===== src/rtl/aes_sched_pkg.sv =====
// Shared types and constants for the AES core scheduler.
// Optional statistics counters are enabled with the AES_SCHED_STATS_EN macro.
package aes_sched_pkg;

    localparam int NR_DEFAULT     = 10;
    localparam int DATA_W_DEFAULT = 128;
    localparam int RIDX_W_DEFAULT = 4;

    localparam logic MODE_ENC = 1'b0;
    localparam logic MODE_DEC = 1'b1;

    typedef enum logic [2:0] {
        ST_IDLE,
        ST_LOAD,
        ST_ROUND,
        ST_CAPTURE,
        ST_RESP
    } state_t;

    // Saturating 16-bit increment for event counters
    function automatic logic [15:0] sat_inc16(input logic [15:0] v);
        return (v == 16'hFFFF) ? v : v + 16'd1;
    endfunction

endpackage


===== src/rtl/aes_core_scheduler_if.sv =====
// Request/response bus between the two clients and the AES core scheduler.
// The scheduler is the slave; the clients side (bench or glue) is the master.
interface aes_core_scheduler_if #(
    parameter int DATA_W = 128
);
    logic [1:0]          req_valid;
    logic [1:0]          req_ready;
    logic [1:0]          req_mode;
    logic [2*DATA_W-1:0] req_data;
    logic                rsp_valid;
    logic                rsp_ready;
    logic [DATA_W-1:0]   rsp_data;
    logic                rsp_id;
    logic                rsp_mode;

    modport slave (
        input  req_valid, req_mode, req_data, rsp_ready,
        output req_ready, rsp_valid, rsp_data, rsp_id, rsp_mode
    );

    modport master (
        output req_valid, req_mode, req_data, rsp_ready,
        input  req_ready, rsp_valid, rsp_data, rsp_id, rsp_mode
    );
endinterface


===== src/rtl/aes_core_scheduler_rr_arb2.sv =====
// Two-way round-robin arbiter: a lone valid wins, a tie goes to the
// requester that was not granted last.
module rr_arb2 (
    input  logic [1:0] i_valid,
    input  logic       i_last_grant,
    input  logic       i_enable,
    output logic [1:0] o_grant,
    output logic       o_grant_id
);
    logic w_pick;

    assign w_pick     = (&i_valid) ? ~i_last_grant : i_valid[1];
    assign o_grant_id = w_pick;

    for (genvar gi = 0; gi < 2; gi++) begin : g_grant
        assign o_grant[gi] = i_enable & i_valid[gi] & (w_pick == 1'(gi));
    end
endmodule


===== src/rtl/aes_core_scheduler.sv =====
// Sequences a shared iterative AES round core for two requesters: grant,
// load, NR rounds, capture, then hold the response. Stats via AES_SCHED_STATS_EN.
module aes_core_scheduler
    import aes_sched_pkg::*;
#(
    parameter int NR     = NR_DEFAULT,
    parameter int DATA_W = DATA_W_DEFAULT,
    parameter int RIDX_W = RIDX_W_DEFAULT
) (
    input  logic                  clk,
    input  logic                  rst_n,
    aes_core_scheduler_if.slave   bus,
    output logic                  o_core_load,
    output logic                  o_core_en,
    output logic                  o_core_last,
    output logic                  o_core_mode,
    output logic [DATA_W-1:0]     o_core_din,
    output logic [RIDX_W-1:0]     o_key_sel,
    input  logic [DATA_W-1:0]     i_core_dout,
    output logic                  o_busy,
    output logic [15:0]           o_stat_enc_cnt,
    output logic [15:0]           o_stat_dec_cnt
);
    if ((1 << RIDX_W) <= NR) begin : g_ridx_check
        $error("aes_core_scheduler: RIDX_W too narrow to index round key NR");
    end

    localparam logic [RIDX_W-1:0] NR_IDX = RIDX_W'(NR);

    state_t              r_state;
    state_t              w_state_next;
    logic [RIDX_W-1:0]   r_round_idx;
    logic                r_last_grant;
    logic                r_id;
    logic                r_mode;
    logic                r_rsp_valid;
    logic [DATA_W-1:0]   r_din;
    logic [DATA_W-1:0]   r_rsp_data;
    logic [1:0]          w_grant;
    logic                w_grant_id;
    logic                w_final_round;

    rr_arb2 u_arb (
        .i_valid      (bus.req_valid),
        .i_last_grant (r_last_grant),
        .i_enable     (r_state == ST_IDLE),
        .o_grant      (w_grant),
        .o_grant_id   (w_grant_id)
    );

    assign bus.req_ready  = w_grant;
    assign bus.rsp_valid  = r_rsp_valid;
    assign bus.rsp_data   = r_rsp_data;
    assign bus.rsp_id     = r_id;
    assign bus.rsp_mode   = r_mode;
    assign o_core_mode    = r_mode;
    assign o_core_din     = r_din;
    assign o_busy         = (r_state != ST_IDLE);
    assign w_final_round  = (r_round_idx == NR_IDX);

    always_ff @(posedge clk or negedge rst_n) begin
        if (!rst_n) begin
            r_state <= ST_IDLE;
        end else begin
            r_state <= w_state_next;
        end
    end

    always_comb begin
        w_state_next = r_state;
        o_core_load  = 1'b0;
        o_core_en    = 1'b0;
        o_core_last  = 1'b0;
        o_key_sel    = '0;
        case (r_state)
            ST_IDLE: begin
                if (|w_grant) w_state_next = ST_LOAD;
            end
            ST_LOAD: begin
                o_core_load  = 1'b1;
                o_key_sel    = (r_mode == MODE_DEC) ? NR_IDX : '0;
                w_state_next = ST_ROUND;
            end
            ST_ROUND: begin
                // Decrypt walks the expanded key from the top down
                o_core_en   = 1'b1;
                o_core_last = w_final_round;
                o_key_sel   = (r_mode == MODE_DEC) ? (NR_IDX - r_round_idx) : r_round_idx;
                if (w_final_round) w_state_next = ST_CAPTURE;
            end
            ST_CAPTURE: begin
                w_state_next = ST_RESP;
            end
            ST_RESP: begin
                if (bus.rsp_ready) w_state_next = ST_IDLE;
            end
            default: begin
                w_state_next = ST_IDLE;
            end
        endcase
    end

    always_ff @(posedge clk or negedge rst_n) begin
        if (!rst_n) begin
            r_round_idx  <= '0;
            r_last_grant <= 1'b1;
            r_id         <= 1'b0;
            r_mode       <= 1'b0;
            r_rsp_valid  <= 1'b0;
            r_din        <= '0;
            r_rsp_data   <= '0;
        end else begin
            case (r_state)
                ST_IDLE: begin
                    if (|w_grant) begin
                        r_id         <= w_grant_id;
                        r_mode       <= bus.req_mode[w_grant_id];
                        r_din        <= w_grant_id ? bus.req_data[2*DATA_W-1:DATA_W]
                                                   : bus.req_data[DATA_W-1:0];
                        r_last_grant <= w_grant_id;
                    end
                end
                ST_LOAD: begin
                    r_round_idx <= RIDX_W'(1);
                end
                ST_ROUND: begin
                    r_round_idx <= r_round_idx + RIDX_W'(1);
                end
                ST_CAPTURE: begin
                    r_rsp_data  <= i_core_dout;
                    r_rsp_valid <= 1'b1;
                end
                ST_RESP: begin
                    if (bus.rsp_ready) r_rsp_valid <= 1'b0;
                end
                default: begin
                end
            endcase
        end
    end

`ifdef AES_SCHED_STATS_EN
    logic w_rsp_hs;
    assign w_rsp_hs = r_rsp_valid & bus.rsp_ready;

    // Counter gi counts completed responses whose mode encoding equals gi
    for (genvar gi = 0; gi < 2; gi++) begin : g_stat
        logic [15:0] r_cnt;
        always_ff @(posedge clk or negedge rst_n) begin
            if (!rst_n) begin
                r_cnt <= '0;
            end else if (w_rsp_hs && (r_mode == 1'(gi))) begin
                r_cnt <= sat_inc16(r_cnt);
            end
        end
    end

    assign o_stat_enc_cnt = g_stat[0].r_cnt;
    assign o_stat_dec_cnt = g_stat[1].r_cnt;
`else
    assign o_stat_enc_cnt = '0;
    assign o_stat_dec_cnt = '0;
`endif

endmodule


===== src/flat_wrapper.sv =====
// flat-port wrapper written by rule: the top's interface ports become plain ports
module aes_core_scheduler_flat import aes_sched_pkg::*;
#(
    parameter int NR     = NR_DEFAULT,
    parameter int DATA_W = DATA_W_DEFAULT,
    parameter int RIDX_W = RIDX_W_DEFAULT
)
  (clk, rst_n, o_core_load, o_core_en, o_core_last, o_core_mode, o_core_din, o_key_sel, i_core_dout, o_busy, o_stat_enc_cnt, o_stat_dec_cnt, bus_req_valid, bus_req_mode, bus_req_data, bus_rsp_ready, bus_req_ready, bus_rsp_valid, bus_rsp_data, bus_rsp_id, bus_rsp_mode);
  aes_core_scheduler_if #(.DATA_W(DATA_W)) bus_i ();
  input  logic clk;
  input  logic rst_n;
  output logic o_core_load;
  output logic o_core_en;
  output logic o_core_last;
  output logic o_core_mode;
  output logic [DATA_W-1:0] o_core_din;
  output logic [RIDX_W-1:0] o_key_sel;
  input  logic [DATA_W-1:0] i_core_dout;
  output logic o_busy;
  output logic [15:0] o_stat_enc_cnt;
  output logic [15:0] o_stat_dec_cnt;
  input wire logic [$bits(bus_i.req_valid)-1:0] bus_req_valid;
  input wire logic [$bits(bus_i.req_mode)-1:0] bus_req_mode;
  input wire logic [$bits(bus_i.req_data)-1:0] bus_req_data;
  input wire logic [$bits(bus_i.rsp_ready)-1:0] bus_rsp_ready;
  output wire logic [$bits(bus_i.req_ready)-1:0] bus_req_ready;
  output wire logic [$bits(bus_i.rsp_valid)-1:0] bus_rsp_valid;
  output wire logic [$bits(bus_i.rsp_data)-1:0] bus_rsp_data;
  output wire logic [$bits(bus_i.rsp_id)-1:0] bus_rsp_id;
  output wire logic [$bits(bus_i.rsp_mode)-1:0] bus_rsp_mode;
  assign bus_i.req_valid = bus_req_valid;
  assign bus_i.req_mode = bus_req_mode;
  assign bus_i.req_data = bus_req_data;
  assign bus_i.rsp_ready = bus_rsp_ready;
  assign bus_req_ready = bus_i.req_ready;
  assign bus_rsp_valid = bus_i.rsp_valid;
  assign bus_rsp_data = bus_i.rsp_data;
  assign bus_rsp_id = bus_i.rsp_id;
  assign bus_rsp_mode = bus_i.rsp_mode;
  aes_core_scheduler #(.NR(NR), .DATA_W(DATA_W), .RIDX_W(RIDX_W)) u_core (.clk(clk), .rst_n(rst_n), .bus(bus_i), .o_core_load(o_core_load), .o_core_en(o_core_en), .o_core_last(o_core_last), .o_core_mode(o_core_mode), .o_core_din(o_core_din), .o_key_sel(o_key_sel), .i_core_dout(i_core_dout), .o_busy(o_busy), .o_stat_enc_cnt(o_stat_enc_cnt), .o_stat_dec_cnt(o_stat_dec_cnt));
endmodule

===== config.mk =====
export PLATFORM = sky130hd
export DESIGN_NAME = aes_core_scheduler_flat
export DESIGN_NICKNAME = d
export VERILOG_FILES = /design/src/rtl/aes_sched_pkg.sv /design/src/rtl/aes_core_scheduler_if.sv /design/src/rtl/aes_core_scheduler_rr_arb2.sv /design/src/rtl/aes_core_scheduler.sv /design/src/flat_wrapper.sv
export SDC_FILE = /design/constraint.sdc
export NUM_CORES = 1
export LEC_CHECK = 0
export CORE_AREA = 5 5 268 270
export CTS_BUF_LIST = sky130_fd_sc_hd__clkbuf_16
export CTS_CLUSTER_SIZE = 14
export DETAILED_ROUTE_END_ITERATION = 6
export DIE_AREA = 0 0 273 275
export PLACE_DENSITY = 0.44
export SLEW_MARGIN = 10
export SYNTH_ARGS = -nofsm -noshare
export SYNTH_HDL_FRONTEND = slang
export SYNTH_SLANG_ARGS = --single-unit

===== constraint.sdc =====
create_clock -name clk -period 2.1 [get_ports clk]
set_clock_uncertainty 0.15 [all_clocks]
set_input_delay 0.42 -clock clk [delete_from_list [all_inputs] [get_ports clk]]
set_output_delay 0.42 -clock clk [all_outputs]
set_load 0.02 [all_outputs]

Word-level counts from Yosys, hierarchy flattened
Cells that the tools add are included.
{ "classes": {"muxes": 17, "add_sub_neg": 2, "reduce_logical": 9, "n_eq_ne": 8, "bitwise": 6, "order_cmp": 1} }
{ "ops": {"columns": ["cell", "count"], "rows": [
  ["128-bit 2-to-1 mux", 1],
  ["4-bit case mux with 2 select lines", 2],
  ["3-bit case mux with 5 select lines", 1],
  ["3-bit 2-to-1 mux", 3],
  ["4-bit 2-to-1 mux", 2],
  ["1-bit 2-to-1 mux", 7],
  ["3-bit by 2-bit equality test with 1-bit output (second input constant)", 2],
  ["2-bit AND reduction", 3],
  ["4-bit by 1-bit adder with 4-bit output (second input constant)", 1],
  ["1-bit AND", 4],
  ["4-bit equality test (second input constant)", 1],
  ["2-bit by 1-bit != test with 1-bit output (second input constant)", 2],
  ["2-bit nonzero test", 2],
  ["4-bit subtractor (first input constant)", 1],
  ["3-bit by 1-bit equality test with 1-bit output (second input constant)", 1],
  ["3-bit equality test (second input constant)", 1],
  ["3-bit zero test", 1],
  ["3-bit AND reduction", 1],
  ["3-bit nonzero test", 1],
  ["1-bit by 2-bit less-than comparator with 1-bit output (second input constant)", 1],
  ["2-bit != test (second input constant)", 1],
  ["1-bit inverter", 2],
  ["1-bit case mux with 2 select lines", 1],
  ["2-bit OR reduction", 1]
]} }
{ "totals": {"reg_bits": 267, "out_inout_bits": 302, "input_bits": 391} }

Depth between registers and ports, before layout
{ "logic_depth": {"ltp_word": 7, "ltp_mapped": 6} }

By module
Synthesis repeated with hierarchy kept, for this count alone.
{ "unflattened": {"hier_cells": 785, "hier_area_um2": 11920.2} }
{ "modules_own_cells": {"columns": ["mod", "area_each_um2", "seq_area_each_um2", "instances", "cells_per_inst"], "rows": [
  ["aes_core_scheduler", 11890.2, 6682.7, 1, 780],
  ["rr_arb2", 30.0, 0.0, 1, 5]
]} }

Worst setup path after synthesis
OpenSTA, ideal clock, no wires.
{ "synth_timing": {"path_type": "reg2out", "from": "register u_core.r_state[1]", "to": "output o_key_sel[1]", "path_slack_ps": -55, "t_required_ps": 1530, "arrival_ps": 1585, "n_path_buf": 0, "path_stages_with_launch": 5, "path_cell_list": "dfrtp_1 or3b_2 inv_1 a21oi_1 mux2i_1"} }
{ "synth_via": {"elab_chain_cells": 2, "elab_cells_between_ends": 3, "classes_between": "eq/ne: 2; mux: 1"} }
{ "synth_rtl": {"columns": ["element", "line", "text"], "rows": [
  ["start, declared", "aes_core_scheduler.sv:30", "state_t r_state;"],
  ["start signal, assigned", "aes_core_scheduler.sv:65", "r_state <= w_state_next;"],
  ["3-bit by 2-bit equality test with 1-bit output or 3-bit by 1-bit equality test with 1-bit output (tied branches)", "aes_core_scheduler.sv:75", "case (r_state)"],
  ["4-bit case mux with 2 select lines *", "aes_core_scheduler.sv:75", null],
  ["end, declared", "flat_wrapper.sv:17", "output logic [RIDX_W-1:0] o_key_sel;"]
]} }
Every way passes the cells marked *; elsewhere a longest branch is shown, timed or not.

Final worst setup path
{ "layout_timing": {"from": "register u_core.r_state[0]", "to": "output o_key_sel[1]"} }
The elaborated chain is that of the path after synthesis.

==> impl_metrics.yaml <==
routing:
  wl_per_cell_um: 20.2
  num_vias: 9320
  viasPerCell: 3.71
  drc: 0
  first_iter_violations: 166
  ant_nets: 0
  first_pass_iters: 4
  routed_wl_um: 50800
cts:
  cts.sinks: 267
  cts_max_level: 2
  numCtsBuffers: 37
  cts_root_buffer: "clkbuf_16"
  cts_tree: "built"
  clkTransAtPathRegs_ns: 0.06
  cts.path.max_buffers: 3
  insertion_delay_ns: 0.54
worst_setup_path:
  cp_cell_sequence: "or3b_4, inv_4, a21oi_2, mux2i_2, buf_4"
  critPathLaunchType: "flop"
  cp_max_fo: 3
  worstSetupPathType: "flop to output port"
  critical_path_arrival_ns: 1.84
  crit_start: "u_core.r_state[0]"
  reg2reg_depth: 10
  crit_path_top_delay_cell: "or3b_4"
  r2r_setup_slack_ns: -0.12
  crit_end: "o_key_sel[1]"
  endpoint_kind: "output port"
  worst-path-buf-inv: 2
  r2r_end: "u_core.o_core_din[125]"
  worst_path_largest_cell_delay_ns: 0.41
  r2r_start: "u_core.r_state[0]"
  cpLargestDelayFamily: "simple AND/OR/NAND/NOR gates"
  cp.required_ns: 1.53
  crit_cells: 5
floorplan:
  die_w_um: 273
  rows: 97
  die_area_sq_um: 75100
  ios: 693
  core_sq_um: 69300
  start_util_pct: 17.9
  die_y_um: 275
timing:
  setup_viol: 128
  period_needed_ns: 2.41
  slew_viol_final: 0
  max_freq_mhz: 416
  final.setup.tns_ns: -7.26
  hold_violations: 0
  period_share_pct: 115
  setup_slack_ns: -0.306
  rsz0062_at_grt: "true"
global_routing:
  grt_pass1_wl_um: 71700
  grt_pass1_vias: 10600
  grt-ovfl-total: 0
  grt_max_degree: 53
  antenna_found_initial: 3
  grt_use_total_pct: 12.6
yosys:
  synth_top_family_by_area: "multiplexers"
  synth_commonest_cells: "mux2_2 (288), dfrtp_1 (266), mux2_4 (99)"
  synthMuxAreaShare_pct: 38.4
  synth_area_leaders: "dfrtp_1 (54%), mux2_2 (26%), mux2_4 (12%)"
  syn_inst: 783
  synth.top_cell.area_share_pct: 53.6
  yosysWarnings: 0
  yosysMostFrequentCell: "mux2_2"
  synth-simple-area-share_pct: 1.26
  synth_compound_area_share_pct: 0.696
  synth_seq_cells: 267
  synth.avg_cell_area_sq_um: 15.8
  synth_top_flop_cell: "dfrtp_1"
  synth_xor_area_share_pct: 0.0706
  synth_cell_types: 34
  synth_area_sq_um: 12400
  synth-adder-area-share_pct: 0.202
  async_flop_share_pct: 100
  yosysSeqAreaShare_pct: 53.9
  synth_largest_area_cell: "dfrtp_1"
  synth_edf_count: 0
place:
  routabilityCongestion: 0.783
  dp_hpwl_um: 38500
  placed_area_sq_um: 20500
  port_buffers: 660
  place_inst: 2419
finish:
  post-route-util_pct: 31.8
  final_nets: 1939
  drive_gt1_share_pct: 37.0
  fillers: 7015
  stdcell_count: 2514
  syn_to_final_growth_pct: 77.8
  fin_area_sq_um: 22100
power:
  peakVddDrop_v: 0.000705
  p_per_area_nw_per_um2: 1520
  pwr-share-clk_pct: 17.7
  power_leakage_nw: 9.71
  pwr-share-comb_pct: 54.7
  internal-power_w: 0.0210
  seq_power_share_pct: 27.6
  switching_power_w: 0.0126
  p_total_w: 0.0335
  swShare_pct: 37.5
run_status:
  violations: "negative setup slack"
  run_status: "finished with violations"
job:
  maxCapViolCount: 0
worst_hold_path:
  hold_path_class: "input pin to asynchronous set/reset pin"
-- worst register-to-register path: stages (launching register included) --
cell	delay (ns)
dfrtp_2	0.43
buf_6	0.13
nor3_4	0.24
buf_6	0.15
inv_4	0.04
nor2_4	0.13
buf_12	0.13
buf_12	0.14
buf_12	0.13
buf_8	0.12
mux2_4	0.30
-- per-layer routing --
layer | wire length (um) | up-vias | GRT usage, %
met2 | 27200 | 345 | 23.4
li1 | - | 4251 | -
met5 | 0 | - | 0
met3 | 3780 | 74 | 4.05
met4 | 1490 | 0 | 4.16
met1 | 18300 | 4650 | 13.6
-- state kept, by name, indices dropped and copies added (netlist names) --
signal and cells:
u_core.bus.rsp_mode 1, u_core.bus.rsp_valid 1, u_core.bus.rsp_data 128, u_core.r_round_idx 4, u_core.bus.rsp_id 1, u_core.r_state 3, u_core.o_core_din 128, u_core.r_last_grant 1
-- layout make-up --
type | count | area, sq um | area share (%)
Timing Repair Buffer | 768 | 7670 | 34.8
Inverter | 7 | 36.3 | 0.164
Tap cell | 940 | 1180 | 5.33
Sequential cell | 267 | 6690 | 30.3
Clock buffer | 37 | 926 | 4.20
Antenna cell | 3 | 7.51 | 0.0340
Clock inverter | 27 | 196 | 0.891
Multi-Input combinational cell | 465 | 5360 | 24.3
-- cells by family after synthesis --
logic type,after synthesis
buffers and inverters,82
and+or+nand+nor,28
DFF,267
muxes,390
adders and majority gates,2
xor gates and xnor gates,1
AOI/OAI and AO/OA,12
other,1
-- power groups by stage --
stage          Combinational [W]  Sequential (W)  Clock (W)
4_1_cts                   0.0185         0.00925    0.00621
2_1_floorplan            0.00681          0.0124          0
5_1_grt                   0.0194         0.00961    0.00643
6_report                  0.0183         0.00925    0.00594
3_5_place_dp              0.0187         0.00936          0
3_3_place_gp              0.0186         0.00932          0
-- cells in the final DEF (no fill, tap or decap), types with 2 or more instances in the layout --
master	n
clkdlybuf4s50_1	389
dfrtp_1	263
mux2_2	258
dlygate4sd2_1	253
mux2_4	129
buf_4	59
clkbuf_16	38
conb_1	32
buf_12	29
buf_6	19
inv_1	11
clkinv_1	9
buf_8	6
dlymetal6s2s_1	6
nand2_1	5
nor2_1	5
nor2_4	4
diode_2	3
a21oi_1	3
clkinv_2	3
buf_16	3
dfrtp_2	3
inv_4	2
a21oi_2	2
nand2_2	2
and2_4	2
nand3b_1	2
mux2i_1	2
clkinv_8	2
bufinv_16	2
inv_6	2
-- through the flow --
stage / setup WS (ns) / hold slack, ns
after global placement: -0.570 / 0.202
after global routing: -0.423 / 0.197
after detailed placement: -0.584 / 0.201
after CTS: -0.396 / 0.190
after floorplan: 0.0169 / -0.0256
final: -0.306 / 0.203
-- worst min-delay path by stage --
stage | startpoint | end | slack (ns) | depth (start not counted)
after global routing | rst_n | u_core.bus.rsp_data[14] | 0.20 | 2
final | rst_n | u_core.bus.rsp_data[14] | 0.20 | 2
after detailed placement | rst_n | u_core.bus.rsp_data[14] | 0.20 | 1
after floorplan | rst_n | u_core.bus.rsp_data[0] | -0.03 | 0
after CTS | rst_n | u_core.bus.rsp_data[14] | 0.19 | 2
after global placement | rst_n | u_core.bus.rsp_data[44] | 0.20 | 1
-- timing repair --
item | in CTS | in global routing
pin swaps | 5 | 5
gates cloned | 9 | 1
setup buffers | 20 | 9
hold buffers | 1 | 0
setup endpoints to repair | 368 | 146
endpoints found under the hold margin | 86 | 0
resized for setup | 346 | 75
(Power assumes the default switching activity.)
